## src/rtl/oam_dma.sv

```systemverilog
// ---------------------------------------------------------------------------
// oam_dma
//
// Sprite-attribute (OAM) DMA engine.  A CPU write of a page number to
// TriggerAddr copies Length bytes from {page, 8'h00} upward into OAM starting
// at OamBase, one byte every two cycles (READ then WRITE), while the CPU is
// stalled through cpu_clk_enable.
//
// Ports
//   clk_1           in   CPU-domain clock, all state on its rising edge
//   rst_n           in   asynchronous active-low reset
//   cpu_address     in   [15:0] CPU bus address
//   cpu_data_in     in   [7:0]  CPU write data
//   cpu_wen_n       in   CPU write strobe, active low
//   mem_data_in     in   [7:0]  bus read data for bus_address, same cycle
//   cpu_clk_enable  out  1 = CPU runs, 0 = CPU stalled
//   bus_owner       out  1 = DMA drives the bus, 0 = CPU passthrough
//   bus_address     out  [15:0] bus address (DMA or CPU passthrough)
//   bus_data        out  [7:0]  bus write data (DMA or CPU passthrough)
//   bus_wen_n       out  bus write strobe, active low
//   busy            out  high from trigger acceptance until DONE exits
//   done            out  one-cycle pulse in the cycle after the last write
//   fsm_state       out  [2:0] current FSM state (IDLE=0 HALT=1 READ=2
//                        WRITE=3 DONE=4), for observation only
//
// Bus handshake: there is no valid/ready pair.  Ownership is decided purely
// by the registered bus_owner flag; when it is 0 the CPU signals pass
// straight through, when it is 1 the DMA address/data/strobe are driven and
// the CPU is guaranteed stalled (cpu_clk_enable=0).  Reads complete in the
// cycle they are issued (mem_data_in is sampled at the end of READ).
// ---------------------------------------------------------------------------
module oam_dma #(
    parameter logic [15:0] TriggerAddr = 16'h7010,
    parameter logic [15:0] OamBase     = 16'h4800,
    parameter int          Length      = 256
) (
    input  logic        clk_1,
    input  logic        rst_n,
    input  logic [15:0] cpu_address,
    input  logic [7:0]  cpu_data_in,
    input  logic        cpu_wen_n,
    input  logic [7:0]  mem_data_in,
    output logic        cpu_clk_enable,
    output logic        bus_owner,
    output logic [15:0] bus_address,
    output logic [7:0]  bus_data,
    output logic        bus_wen_n,
    output logic        busy,
    output logic        done,
    output logic [2:0]  fsm_state
);

    typedef enum logic [2:0] {
        S_IDLE  = 3'd0,
        S_HALT  = 3'd1,
        S_READ  = 3'd2,
        S_WRITE = 3'd3,
        S_DONE  = 3'd4
    } state_t;

    // idx is 8 bits, so Length=256 finishes at idx=255 without a wrap cycle.
    localparam logic [7:0] LastIdx = 8'(Length - 1);

    state_t      state;
    logic [7:0]  page;
    logic [7:0]  idx;
    logic [7:0]  byte_q;
    logic        dma_wen_n;   // DMA strobe, low only while in WRITE
    logic        wen_block;   // masks the CPU strobe in HALT and DONE
    logic        trigger;
    logic [15:0] write_addr;

    // The trigger only steers the next state; no output depends on it
    // combinationally, so cpu_* never reaches cpu_clk_enable in one cycle.
    assign trigger    = (cpu_wen_n == 1'b0) && (cpu_address == TriggerAddr);
    assign write_addr = OamBase + {8'h00, idx};
    assign fsm_state  = state;

    always_ff @(posedge clk_1 or negedge rst_n) begin
        if (!rst_n) begin
            state          <= S_IDLE;
            page           <= 8'h00;
            idx            <= 8'h00;
            byte_q         <= 8'h00;
            cpu_clk_enable <= 1'b1;
            bus_owner      <= 1'b0;
            busy           <= 1'b0;
            done           <= 1'b0;
            dma_wen_n      <= 1'b1;
            wen_block      <= 1'b0;
        end else begin
            case (state)
                S_IDLE: begin
                    // The triggering write itself passes through this cycle;
                    // the stall starts on the next one.
                    if (trigger) begin
                        page           <= cpu_data_in;
                        idx            <= 8'h00;
                        state          <= S_HALT;
                        cpu_clk_enable <= 1'b0;
                        busy           <= 1'b1;
                        wen_block      <= 1'b1;
                    end
                end
                S_HALT: begin
                    state     <= S_READ;
                    bus_owner <= 1'b1;
                    wen_block <= 1'b0;
                end
                S_READ: begin
                    byte_q    <= mem_data_in;
                    state     <= S_WRITE;
                    dma_wen_n <= 1'b0;
                end
                S_WRITE: begin
                    dma_wen_n <= 1'b1;
                    if (idx == LastIdx) begin
                        state          <= S_DONE;
                        bus_owner      <= 1'b0;
                        cpu_clk_enable <= 1'b1;
                        done           <= 1'b1;
                        wen_block      <= 1'b1;
                    end else begin
                        idx   <= idx + 8'h01;
                        state <= S_READ;
                    end
                end
                S_DONE: begin
                    // A trigger seen here is dropped, not remembered.
                    state     <= S_IDLE;
                    done      <= 1'b0;
                    busy      <= 1'b0;
                    wen_block <= 1'b0;
                end
                default: begin
                    state          <= S_IDLE;
                    cpu_clk_enable <= 1'b1;
                    bus_owner      <= 1'b0;
                    busy           <= 1'b0;
                    done           <= 1'b0;
                    dma_wen_n      <= 1'b1;
                    wen_block      <= 1'b0;
                end
            endcase
        end
    end

    // Bus mux.  In HALT and DONE the bus is not owned, but the CPU strobe is
    // still masked so no write can reach the bus in those cycles.
    always_comb begin
        bus_address = cpu_address;
        bus_data    = cpu_data_in;
        bus_wen_n   = cpu_wen_n | wen_block;
        if (bus_owner) begin
            bus_address = (state == S_WRITE) ? write_addr : {page, idx};
            bus_data    = byte_q;
            bus_wen_n   = dma_wen_n;
        end
    end

endmodule
```

## config.mk

```make
export PLATFORM = sky130hd
export DESIGN_NAME = oam_dma
export DESIGN_NICKNAME = d
export VERILOG_FILES = /design/src/rtl/oam_dma.sv
export SDC_FILE = /design/constraint.sdc
export NUM_CORES = 1
export LEC_CHECK = 0
export ABC_CLOCK_PERIOD_IN_PS = 4090
export CORE_MARGIN = 5
export CORE_UTILIZATION = 48
export DETAILED_ROUTE_END_ITERATION = 7
export GPL_ROUTABILITY_DRIVEN = 0
export PLACE_DENSITY = 0.85
export SYNTH_ARGS = -nofsm -noshare
export SYNTH_HDL_FRONTEND = slang
export SYNTH_SLANG_ARGS = --single-unit
```

## constraint.sdc

```tcl
create_clock -name clk_1 -period 4.09 [get_ports clk_1]
set_input_delay 0.818 -clock clk_1 [delete_from_list [all_inputs] [get_ports clk_1]]
set_output_delay 0.818 -clock clk_1 [all_outputs]
set_load 0.05 [all_outputs]
```

==> results of run 1 <==
==> cell type report <==
type                       count  area share
clock buffer                   6     0.02744
clock inverter                 2    0.003784
inverter                       7    0.009934
multi-input combinational    132      0.3647
sequential                    33      0.3131
tap                           48     0.02271
timing repair buffer          69      0.2583
==> worst max-delay path: stages (launching register included) <==
cell	delay, ns
dfrtp_1	0.86
buf_4	0.33
mux2_2	0.37
clkdlybuf4s50_1	0.71
==> path summary, 6_finish.rpt <==
check / end / slack [ns] / cells past startpoint
max: bus_address[4] / 0.71 / 3
min reg2reg: done$_DFFE_PN0P_ / 0.48 / 1
max in group asynchronous: dma_wen_n$_DFFE_PN1N_ / 2.81 / 2
max reg2reg: idx[7]$_DFFE_PN0P_ / 2.12 / 4
min in group asynchronous: idx[6]$_DFFE_PN0P_ / 0.94 / 2
min: done$_DFFE_PN0P_ / 0.48 / 1
==> power breakdown <==
part | switching, mW | internal (mW)
combinational | 0.741 | 0.470
sequential | 0.142 | 0.436
clock | 0.121 | 0.118
==> metal layers <==
metal	track usage	vias to the layer above	share of wire
met5	0	-	0
met4	0.05219	0	0.0066
met3	0.08726	4	0.10
met2	0.3397	77	0.48
met1	0.2649	828	0.42
li1	-	795	-
==> registers in the layout, summed over array words and instances, names as in the netlist <==
signal          flops
dma_wen_n           1
cpu_clk_enable      1
page                8
idx                 8
wen_block           1
bus_owner           1
fsm_state           3
busy                1
byte_q              8
done                1
==> logic make-up after synthesis <==
family,count (synthesis)
simple gates,62
mux,35
compound gates,34
flops,33
buf+inv,15
fa+ha+maj,1
==> metrics by stage <==
stage / power, mW / utilization / cells / worst slack [ns]
after floorplan: 1.414 / - / 180 / 1.052
after global placement: 1.777 / 0.6896 / 289 / 0.8250
after detailed placement: 1.795 / 0.6896 / 289 / 0.8219
after CTS: 2.040 / 0.7118 / 297 / 0.7180
after global routing: 2.145 / 0.7118 / 297 / 0.6020
final: 2.028 / 0.7118 / 297 / 0.7115
==> cell usage after synthesis (2+ instances only) <==
master | instances | share of area
mux2_2 | 32 | 0.19
dfrtp_1 | 31 | 0.42
nand2_1 | 20 | 0.040
nor2_1 | 12 | 0.024
o21ai_0 | 11 | 0.030
inv_1 | 6 | 0.012
o2bb2ai_1 | 6 | 0.028
a21oi_1 | 5 | 0.013
nor3_1 | 5 | 0.013
nor4_1 | 5 | 0.017
clkbuf_1 | 4 | 0.0081
nand3_1 | 4 | 0.011
nand4_1 | 4 | 0.013
mux2i_1 | 3 | 0.016
a211oi_1 | 2 | 0.0081
a21o_1 | 2 | 0.0081
a31oi_1 | 2 | 0.0067
buf_2 | 2 | 0.0054
dfstp_2 | 2 | 0.028
nor3_2 | 2 | 0.011
o211a_1 | 2 | 0.011
==> flow_summary.yaml, run 1 <==
global_route:
  antenna_found_initial: 0
  grt_remaining_overflow: 0
  grt_first_pass_wirelength_mm: 8.549
  grt_max_degree: 34
  grt_use_total: 0.2118
  grt_pass1_vias: 1752
timing:
  tns_ns: 0
  maxSlewViolCount: 0
  min_period_ns: 3.379
  timing.final.crit_share: 0.8260
  slew_headroom: 0.4766
  hold_viol: 0
  fmax_mhz: 296.0
  rsz0062_at_grt: "no"
  finClkSkew_ns: 0.006342
  max_slew.worst_pin.slew_ns: 0.7851
  finalSetupViolCount: 0
  timing.hold.ws_ns: 0.4785
die:
  num_rows: 22
  die_h_um: 72.30
  dieArea_um2: 5227
  start_util: 0.5013
  ioPinCount: 67
  core_area_um2: 3716
  die_w_um: 72.30
cells_and_area:
  layout_common_cells: "66 x clkdlybuf4s50_1, 32 x mux2_2, 31 x dfrtp_1"
  ff_latch_area_um2: 828.3
  diodes: 0
  syn2layout_area_growth_pct: 41.97
  multiInputGateArea_um2: 964.7
  final_area_um2: 2645
  fillers: 279
  final_common_cell: "clkdlybuf4s50_1"
  nets: 284
  drive_gt1_frac: 0.2008
hold_path:
  hold_path_class: "flip-flop to flip-flop"
  hold_start: "done$_DFFE_PN0P_"
routing:
  vias: 1704
  avgViaCountPerCell: 5.737
  dr.first_iter.drc_count: 116
  first_pass_iters: 4
  post-route-drc-count: 0
  wire_per_inst_um: 17.45
  finalWirelength_mm: 5.182
  drtAntennaViolNets: 0
run:
  maxCapViolations: 0
critical_path:
  timing_worst_setup_path_type: "flip-flop to output pin"
  critPathLaunchType: "flip-flop"
  required_ns: 3.27
  crit_path_max_fanout: 21
  end_kind: "output pin"
  crit_start: "bus_owner$_DFFE_PN0P_"
  worstPathArrival_ns: 2.56
  r2r-start: "fsm_state[1]$_DFFE_PN0P_"
synth:
  synth_top_family_by_area: "multiplexers"
  synth_area_per_cell_um2: 10.35
  netlist_instances: 180
  seq_area_frac_synth: 0.4446
  synth_edf_count: 0
  synth_compound_area_frac: 0.1216
  yosys.area_share.simple: 0.1800
  synth_ff_type: "dfrtp_1"
  synth_area_um2: 1863
  muxShareOfSynthArea: 0.2095
  async_flop_share: 1.000
  ys.warnings.count: 0
  synth.distinct_cells: 39
  synth_fa_ha_area_frac: 0.006716
  synth_xor_area_frac: 0
  synth-seq-cells: 33
  synth_nets: 216
pwr:
  p_per_area_nw_per_um2: 766.8
  max-vdd-ir-drop_v: 0.0004295
  leakagePower_nw: 1.080
cts:
  numCtsBuffers: 5
  clock_sinks: 33
  cts_tree: "built"
  cts_buffer_depth: 2
  clock_latency_ns: 0.29
  cts-root-buf: "clkbuf_8"
  clk_pin_slew_ns: 0.07
  post_cts_resized: 0
  cts_setup_buffers: 0
  h-tree-depth: 2
  hold_buffers: 0
run_status:
  status: "completed"
placed_design:
  port_buffers: 66
  dpl.hpwl_mm: 3.877
  placed_area_um2: 2562
No activity file was read; power rests on OpenSTA's default activity.
==> run 2: changes to the inputs <==
==> config.mk (replaced) <==
export PLATFORM = sky130hd
export DESIGN_NAME = oam_dma
export DESIGN_NICKNAME = d
export VERILOG_FILES = /design/src/rtl/oam_dma.sv
export SDC_FILE = /design/constraint.sdc
export NUM_CORES = 1
export LEC_CHECK = 0
export ABC_CLOCK_PERIOD_IN_PS = 3200
export CORE_MARGIN = 5
export CORE_UTILIZATION = 45
export DETAILED_ROUTE_END_ITERATION = 7
export GPL_ROUTABILITY_DRIVEN = 0
export PLACE_DENSITY = 0.8
export SYNTH_ARGS = -nofsm -noshare
export SYNTH_HDL_FRONTEND = slang
export SYNTH_SLANG_ARGS = --single-unit
==> constraint.sdc (replaced) <==
create_clock -name clk_1 -period 3.2 [get_ports clk_1]
set_input_delay 0.64 -clock clk_1 [delete_from_list [all_inputs] [get_ports clk_1]]
set_output_delay 0.64 -clock clk_1 [all_outputs]
set_load 0.05 [all_outputs]
==> flow_summary.yaml, run 2 (same netlist as run 1, synthesis figures left out) <==
cts:
  clk_pin_slew_ns: 0.07
  cts_setup_buffers: 0
  clock_latency_ns: 0.28
  hold_buffers: 0
  h-tree-depth: 2
  numCtsBuffers: 5
  cts_tree: "built"
  cts-root-buf: "clkbuf_8"
  post_cts_resized: 0
  clock_sinks: 33
  cts_buffer_depth: 2
run_status:
  status: "completed"
cells_and_area:
  nets: 288
  reg.largest.list: "byte_q: 8 flops, idx: 8 flops, page: 8 flops"
  layout_common_cells: "61 x clkdlybuf4s50_1, 32 x mux2_2, 31 x dfrtp_1"
  diodes: 0
  drive_gt1_frac: 0.2302
  final_common_cell: "clkdlybuf4s50_1"
  final_util: 0.6672
  syn2layout_area_growth_pct: 43.25
  final_cells: 302
  final_area_um2: 2669
critical_path:
  crit_path_max_fanout: 8
  timing_worst_setup_path_type: "flip-flop to output pin"
  required_ns: 2.56
  worstPathArrival_ns: 2.25
  end_kind: "output pin"
  critPathLaunchType: "flip-flop"
routing:
  post-route-drc-count: 0
  vias: 1676
  finalWirelength_mm: 4.923
  dr.first_iter.drc_count: 103
  first_pass_iters: 4
  drtAntennaViolNets: 0
  avgViaCountPerCell: 5.550
  wire_per_inst_um: 16.30
pwr:
  power_mw: 2.619
  switchingPower_mw: 1.268
  internal-power_mw: 1.352
  max-vdd-ir-drop_v: 0.0004987
  netSwitchingFraction: 0.4840
  comb_power_share: 0.618
  p_per_area_nw_per_um2: 981.5
  p_seq_frac: 0.261
  leakagePower_nw: 1.103
  p_clk_frac: 0.122
timing:
  setup_slack_ns: 0.3144
  min_period_ns: 2.886
  timing.hold.ws_ns: 0.4819
  timing.final.crit_share: 0.9017
  slew_headroom: 0.4877
  max_slew.worst_pin.slew_ns: 0.7643
  rsz0062_at_grt: "no"
  fmax_mhz: 346.6
  hold_viol: 0
  maxSlewViolCount: 0
  tns_ns: 0
  finalSetupViolCount: 0
  finClkSkew_ns: 0.007847
die:
  die_w_um: 74.35
  start_util: 0.4657
  num_rows: 23
  ioPinCount: 67
  dieArea_um2: 5527
  core_area_um2: 4000
  die_h_um: 74.35
global_route:
  grt_max_degree: 34
  grt_pass1_vias: 1776
  grt_remaining_overflow: 0
  antenna_found_initial: 0
  grt_use_total: 0.1988
  grt_first_pass_wirelength_mm: 8.280
hold_path:
  hold_path_class: "flip-flop to flip-flop"
placed_design:
  place_inst: 295
  dpl.hpwl_mm: 3.723
  port_buffers: 66
  placed_area_um2: 2582
  post-place-ws_ns: 0.3949
run:
  maxCapViolations: 0
==> run 2: power by group through the flow <==
stage	combinational [mW]	sequential, mW	clock, mW
after floorplan	1.08	0.728	0
after global placement	1.60	0.687	0
after detailed placement	1.62	0.691	0
after CTS	1.63	0.684	0.328
after global routing	1.72	0.709	0.350
final	1.62	0.683	0.318
==> run 2: critical path, cell delays in order, from the launching register on <==
cell and delay [ns]:
dfrtp_1 0.47, and3b_1 0.31, buf_4 0.19, o2bb2ai_1 0.16, clkdlybuf4s50_1 0.83
==> run 2: per-layer routing <==
metal	track usage	routed length [µm]	vias to the layer above
li1	-	-	802
met1	0.2472	2114	809
met2	0.3297	2348	63
met3	0.06892	441	2
met4	0.05534	18	0
met5	0	0	-
==> run 2: path summary, 6_finish.rpt <==
kind | endpoint | slack [ns] | from | depth (start not counted)
max | bus_address[15] | 0.31 | fsm_state[2]$_DFFE_PN0P_ | 4
min | done$_DFFE_PN0P_ | 0.48 | done$_DFFE_PN0P_ | 1
max reg2reg | idx[7]$_DFFE_PN0P_ | 1.30 | fsm_state[2]$_DFFE_PN0P_ | 4
min reg2reg | done$_DFFE_PN0P_ | 0.48 | done$_DFFE_PN0P_ | 1
max in group asynchronous | dma_wen_n$_DFFE_PN1N_ | 2.10 | rst_n | 2
min in group asynchronous | bus_owner$_DFFE_PN0P_ | 0.76 | rst_n | 2
==> run 2: cell type report <==
cell class	count	area, µm²
Fill cell	335	1331
Sequential cell	33	828.3
Tap cell	50	62.56
Inverter	7	26.28
Multi-Input combinational cell	132	964.7
Timing Repair Buffer	73	700.7
Clock buffer	7	86.33
